==> src/rtl/uart_pkg.sv <==
// Shared definitions for the UART receive path.
// Contents:
//   state_t                    3-bit FSM state type
//   ST_IDLE .. ST_BREAK        state encodings
//   DATA_LENGTH_DEF            default data bits per frame
//   BIT_PERIOD_DEF             default clocks per bit
package uart_pkg;

  typedef logic [2:0] state_t;

  localparam state_t ST_IDLE  = 3'd0;
  localparam state_t ST_START = 3'd1;
  localparam state_t ST_DATA  = 3'd2;
  localparam state_t ST_STOP  = 3'd3;
  localparam state_t ST_BREAK = 3'd4;

  localparam int DATA_LENGTH_DEF = 8;
  localparam int BIT_PERIOD_DEF  = 5;

endpackage

==> src/rtl/uart_rx_sync.sv <==
// Two-flop synchroniser bringing the asynchronous serial line into the
// clk domain. Both flops reset to 1 so the line reads as idle after reset.
// Ports:
//   clk       in   system clock
//   prst      in   synchronous active-high reset
//   serial_i  in   asynchronous serial line
//   sync_o    out  synchronised line (second flop)
module uart_rx_sync (
  input  logic clk,
  input  logic prst,
  input  logic serial_i,
  output logic sync_o
);

  logic meta_q;
  logic sync_q;

  always_ff @(posedge clk) begin
    if (prst) begin
      meta_q <= 1'b1;
      sync_q <= 1'b1;
    end else begin
      meta_q <= serial_i;
      sync_q <= meta_q;
    end
  end

  assign sync_o = sync_q;

endmodule

==> src/rtl/uart_receiver.sv <==
// UART receive stage: synchronises the serial line, validates the start
// bit at its midpoint, samples DATA_LENGTH bits LSB-first one bit period
// apart, checks the stop bit and offers the byte on a valid/ready handshake.
// Ports:
//   clk        in   system clock
//   prst       in   synchronous active-high reset
//   serial_in  in   asynchronous serial line, idle high
//   rx_ready   in   consumer accepts rx_data this cycle
//   rx_data    out  received byte, stable while rx_valid=1
//   rx_valid   out  byte available, held until accepted
//   frame_err  out  one-cycle pulse when the stop bit is sampled low
//   overrun    out  sticky: a byte was dropped because rx_data was still held
module uart_receiver
  import uart_pkg::*;
#(
  parameter int DATA_LENGTH = DATA_LENGTH_DEF,
  parameter int BIT_PERIOD  = BIT_PERIOD_DEF
) (
  input  logic                   clk,
  input  logic                   prst,
  input  logic                   serial_in,
  input  logic                   rx_ready,
  output logic [DATA_LENGTH-1:0] rx_data,
  output logic                   rx_valid,
  output logic                   frame_err,
  output logic                   overrun
);

  localparam int HALF  = (BIT_PERIOD - 1) / 2;
  localparam int CNT_W = $clog2(BIT_PERIOD);
  localparam int IDX_W = $clog2(DATA_LENGTH + 1);

  localparam logic [CNT_W-1:0] CNT_HALF = CNT_W'(HALF);
  localparam logic [CNT_W-1:0] CNT_LAST = CNT_W'(BIT_PERIOD - 1);
  localparam logic [IDX_W-1:0] IDX_LAST = IDX_W'(DATA_LENGTH - 1);

  logic                   s;
  state_t                 state_q, state_d;
  logic [CNT_W-1:0]       cnt_q, cnt_d;
  logic [IDX_W-1:0]       idx_q, idx_d;
  logic [DATA_LENGTH-1:0] shift_q, shift_d;
  logic [DATA_LENGTH-1:0] rx_data_q, rx_data_d;
  logic                   rx_valid_q, rx_valid_d;
  logic                   frame_err_q, frame_err_d;
  logic                   overrun_q, overrun_d;
  logic                   deliver;

  uart_rx_sync u_sync (
    .clk      (clk),
    .prst     (prst),
    .serial_i (serial_in),
    .sync_o   (s)
  );

  // Frame FSM. Bits enter at the MSB and shift right, so after DATA_LENGTH
  // samples the first (LSB) bit has arrived at bit 0.
  always_comb begin
    state_d     = state_q;
    cnt_d       = cnt_q;
    idx_d       = idx_q;
    shift_d     = shift_q;
    frame_err_d = 1'b0;
    deliver     = 1'b0;
    case (state_q)
      ST_IDLE: begin
        if (!s) begin
          state_d = ST_START;
          cnt_d   = '0;
        end
      end
      ST_START: begin
        if (cnt_q == CNT_HALF) begin
          cnt_d = '0;
          if (!s) begin
            state_d = ST_DATA;
            idx_d   = '0;
          end else begin
            // Start bit gone by its midpoint: treat as a glitch.
            state_d = ST_IDLE;
          end
        end else begin
          cnt_d = cnt_q + CNT_W'(1);
        end
      end
      ST_DATA: begin
        if (cnt_q == CNT_LAST) begin
          cnt_d   = '0;
          shift_d = {s, shift_q[DATA_LENGTH-1:1]};
          idx_d   = idx_q + IDX_W'(1);
          if (idx_q == IDX_LAST) begin
            state_d = ST_STOP;
          end
        end else begin
          cnt_d = cnt_q + CNT_W'(1);
        end
      end
      ST_STOP: begin
        if (cnt_q == CNT_LAST) begin
          cnt_d = '0;
          if (s) begin
            deliver = 1'b1;
            state_d = ST_IDLE;
          end else begin
            frame_err_d = 1'b1;
            state_d     = ST_BREAK;
          end
        end else begin
          cnt_d = cnt_q + CNT_W'(1);
        end
      end
      ST_BREAK: begin
        // Hold off until the line returns high so a stuck-low line
        // cannot immediately look like a new start bit.
        if (s) begin
          state_d = ST_IDLE;
        end
      end
      default: begin
        state_d = ST_IDLE;
        cnt_d   = '0;
      end
    endcase
  end

  // Holding register and handshake. A byte arriving while the previous one
  // is still unaccepted is dropped and flagged; an accept in the same cycle
  // frees the register in time for the new byte.
  always_comb begin
    rx_data_d  = rx_data_q;
    rx_valid_d = rx_valid_q;
    overrun_d  = overrun_q;
    if (rx_valid_q && rx_ready) begin
      rx_valid_d = 1'b0;
    end
    if (deliver) begin
      if (!rx_valid_q || rx_ready) begin
        rx_data_d  = shift_q;
        rx_valid_d = 1'b1;
      end else begin
        overrun_d = 1'b1;
      end
    end
  end

  always_ff @(posedge clk) begin
    if (prst) begin
      state_q     <= ST_IDLE;
      cnt_q       <= '0;
      idx_q       <= '0;
      rx_data_q   <= '0;
      rx_valid_q  <= 1'b0;
      frame_err_q <= 1'b0;
      overrun_q   <= 1'b0;
    end else begin
      state_q     <= state_d;
      cnt_q       <= cnt_d;
      idx_q       <= idx_d;
      rx_data_q   <= rx_data_d;
      rx_valid_q  <= rx_valid_d;
      frame_err_q <= frame_err_d;
      overrun_q   <= overrun_d;
    end
  end

  // Shift register is pure datapath: every bit is overwritten before use.
  always_ff @(posedge clk) begin
    shift_q <= shift_d;
  end

  assign rx_data   = rx_data_q;
  assign rx_valid  = rx_valid_q;
  assign frame_err = frame_err_q;
  assign overrun   = overrun_q;

endmodule

==> config.mk <==
export PLATFORM = sky130hd
export DESIGN_NAME = uart_receiver
export DESIGN_NICKNAME = d
export VERILOG_FILES = /design/src/rtl/uart_pkg.sv /design/src/rtl/uart_rx_sync.sv /design/src/rtl/uart_receiver.sv
export SDC_FILE = /design/constraint.sdc
export NUM_CORES = 1
export LEC_CHECK = 0
export BUFFER_PORTS_ARGS = -buffer_cell sky130_fd_sc_hd__buf_4
export CAP_MARGIN = 25
export CORE_ASPECT_RATIO = 0.5
export CORE_MARGIN = 1.5
export CORE_UTILIZATION = 40
export DETAILED_ROUTE_END_ITERATION = 12
export SETUP_SLACK_MARGIN = 0.5
export SLEW_MARGIN = 0
export SYNTH_ARGS = -nofsm -noshare
export SYNTH_HDL_FRONTEND = slang
export SYNTH_SLANG_ARGS = --single-unit
==> constraint.sdc <==
create_clock -name clk -period 2.4 [get_ports clk]
set_input_delay 0.36 -clock clk [delete_from_list [all_inputs] [get_ports clk]]
set_output_delay 0.36 -clock clk [all_outputs]
set_load 0.05 [all_outputs]
==> results.txt <==
- Normalized max-slew margin: 0.6774
* Final setup slack of the worst path: between 0.7 and 0.8 ns
- The most used flip-flop cell after synthesis is dfxtp_1.
* Number of I/O port buffers: 14
* CP Launch Type: register
* Wire length reported by the detailed router: ~2100 um
- Reg2Reg Setup Slack: 0.70 ns
- In this run, synthesis produced a sequential element count of 31.
* Switching pwr: 200.4 uW
- Shortest period the worst path allows: between 1.5 and 2 ns
- Post-CTS resize count: 0
* Antenna violations before repair: 0
- Buffers added to address setup during post-CTS repair amount to 0.
* Worst slack at placement: 0.7092 ns
* Leading area contributor after synthesis: dfxtp_1
* Vias/cell: ~5
- Synthesis instantiated 36 different standard cells from the library.
* EDFF count, synth: 8
- For this run the aggregate overflow at the end of global routing stands at 0.
* Pre-Repair DR Iteration Count: 4
- Hold_ws: between 0.2 and 0.3 ns
* Biggest cell delay along the critical path: 0.50 ns
* Width of the chip: 82.53 um
- Routability-driven placement finished with a final weighted congestion of 0.8067.
- Y dimension of the die: 42.77 um
- STA classifies the critical path endpoint as a register.
* Portion of total power attributed to the clock network: 0.467
- The share of total power dissipated in sequential elements is 0.515.
- The share of the Yosys chip area taken by registers is 0.5539.
* Buffers from clock root to sink, at most: 2
* Clock insertion delay at the later pin of the skew report: 0.28 ns
- Part of the cycle the worst path needs: 0.7078
* Fraction of layout instances using a drive strength above 1: 0.1985
* Placed Instance Area: 1394 sq um
- Switch share: 0.1913
- Post-route antenna net violation count: 0
* P_leak: 0.5538 nW
- For this run, the number of Yosys warnings is 0.
- Highest attainable clock frequency: 0.5887 GHz
- In the detailed route, the total length drawn on met2 is about 870 um.
* Antenna cell count: 0
* Commonest cells after routing, fill and taps aside: dfxtp_1 (23), nor2_1 (17), buf_4 (14)
- Count of fill cells added during filler insertion: between 200 and 300
- Run status: finished, final reports clean
- Worst-path clk slew: 0.07 ns
* Summed area of non-filler cells in the final layout: 1501 sq um
- In the routed design, unresolved DRC markers number 0.
- Part of the power in combinational logic: 0.018
- The HPWL after detailed placement is 1439 um.
- In the global route stage, overall resource usage came out at 0.1460.
- Relative to the synthesized area, the layout overhead comes to 18.69%.
- The via count of the first global-routing pass is between 800 and 900.
- Net total in the final layout: 143
- Clock tree from TritonCTS: yes
- CTS placed an instance of clkbuf_8 at the clock tree root.
- Setup Skew: between 0.004 and 0.005 ns
- Mean cell area of the mapped netlist: around 11 sq um
- Data arrival time of the worst path: 1.86 ns
- Most common cell after layout, fill and taps aside: dfxtp_1
* Post-detailed-route wirelength per cell: 12.15 um
- Detailed-route wire length on metal 1: 1115 um
- The highest metal layer carrying signal wires in the routed design is met4.
- Summed over all failing endpoints, the final setup total negative slack is 0 ns.
- Final Max Slew Viols: 0
- FFs w/ async S/R, synth: 0
- The critical path is of the reg -> reg type.
* Total Die Area: about 3500 sq um
- Wire length of the first global-routing pass: 3636 um
* Highest ir drop seen on vdd: 0.2595 mV
* Standard-cell rows: 14
- Class of the worst hold path: in -> reg
- Setup violations remaining at the end of the flow were counted as 0.
* Post-synthesis cell area: 1265 sq um
* Core Footprint: ~3000 sq um
- Cell count after synthesis: 118
- Number of max-cap violations: 0
- Number of buffers inserted for hold repair after clock tree synthesis: 0
- The largest individual stage delay along the critical path comes from the cell and4b_1.
- By area the synthesized netlist is led by dfxtp_1 (36%), edfxtp_1 (19%), mux2i_1 (6.3%), nor2_1 (5.0%), ha_1 (4.0%).
* Data required time of the worst path: between 2 and 3 ns
* Number of failing hold endpoints at the final stage: 0
- For this block, the initial DRC count from the detailed router was 20.
- Nets in the synthesized netlist: approximately 130
- Cts bufs inserted: 5
- Internal power comes to 847.3 uW.
- Setup repair after global routing left no endpoint under its margin.
* Portion of synthesized cell area occupied by the leading cell type: 0.3640
- Power density relative to cell area: between 600 and 700 nW/um^2
- After detailed routing, the met3 layer carries 126 um of wire.
* Starting utilization of the core area: 0.4199
* Measured slew at the worst slew-check pin: about 0.48 ns
* TritonCTS Sinks: 31
- Maximum number of pins on one net before global-route repair: 25
- Number of levels in the clock H-tree: 2
* Worst Path Max Fanout: 8
* Number of top-level pins: 15
- Total via count after detailed routing: approximately 880
- Crit path cell chain: inv_1 > ha_1 > and3_4 > and4b_1 > mux2i_1 > nor2_1
- Once layout is complete, the utilization of the core stands at 0.4983.
path summary, 6_finish.rpt:
kind                      start             to  cells past startpoint
setup / recovery       cnt_q[0]     rx_data[3]                      6
hold reg to reg   u_sync.meta_q  u_sync.sync_o                      1
hold / removal        serial_in  u_sync.meta_q                      2
setup reg to reg       cnt_q[0]     rx_data[3]                      6
worst max-delay path: cells and delay by family, from the launching register on:
family	cells	cell delay, ns
buffers and inverters	1	0.08
DFF	1	0.33
and+or+nand+nor	3	0.76
muxes	1	0.24
adders and majority gates	1	0.17
cells in the mapped netlist (2+ instances only):
cell	instances
inv_1	3
nand2_1	8
nor2b_1	2
a211oi_1	2
a2bb2oi_1	2
dfxtp_1	23
mux2i_1	8
nand3b_1	3
nor2_1	17
or2_2	2
nand2b_1	4
edfxtp_1	8
clkbuf_1	2
ha_1	4
a21oi_1	7
nor3_1	3
area by class of cell:
type / count / area [sq um] / area share
sequential: 31 / 700.7 / 0.4667
multi-input combinational: 80 / 526.8 / 0.3508
timing repair buffer: 14 / 105.1 / 0.07000
clock buffer: 5 / 68.82 / 0.04583
tap: 40 / 50.05 / 0.03333
clock inverter: 3 / 38.79 / 0.02583
inverter: 3 / 11.26 / 0.007500
per-stage QoR:
stage / power [mW] / cells
final: 1.048 / 176
after CTS: 1.065 / 176
after detailed placement: 0.5699 / 168
after global placement: 0.5696 / 168
after global routing: 1.085 / 176
after floorplan: 0.5619 / 118
sequential cells by signal, summed over array words and instances, names as in the netlist:
signal and cells:
idx_q 4, u_sync.meta_q 1, u_sync.sync_o 1, state_q 3
rx_valid 1, frame_err 1, rx_data 8, overrun 1
cnt_q 3, shift_q 8
power groups by stage:
| stage | clock (mW) | sequential [mW] | combinational, mW |
|---|---|---|---|
| final | 0.490 | 0.539 | 0.0191 |
| after global routing | 0.524 | 0.539 | 0.0216 |
| after CTS | 0.507 | 0.539 | 0.0193 |
| after detailed placement | 0 | 0.551 | 0.0193 |
| after global placement | 0 | 0.550 | 0.0192 |
| after floorplan | 0 | 0.550 | 0.0122 |
cells by family (layout without fill, tap and decap cells):
| logic type | after synthesis | after routing | share of synthesized area |
|---|---|---|---|
| simple gates | 48 | 48 | 0.2057 |
| flops | 31 | 31 | 0.5539 |
| compound gates | 19 | 19 | 0.09891 |
| mux | 9 | 9 | 0.07221 |
| fa+ha+maj | 4 | 4 | 0.03957 |
| buf+inv | 7 | 25 | 0.02968 |
per-layer routing:
metal,vias to the layer above,GRT usage
met3,4,0.07742
met5,-,0
li1,450,-
met2,14,0.2033
met1,408,0.1839
met4,0,0.07000
(Power assumes the default switching activity.)
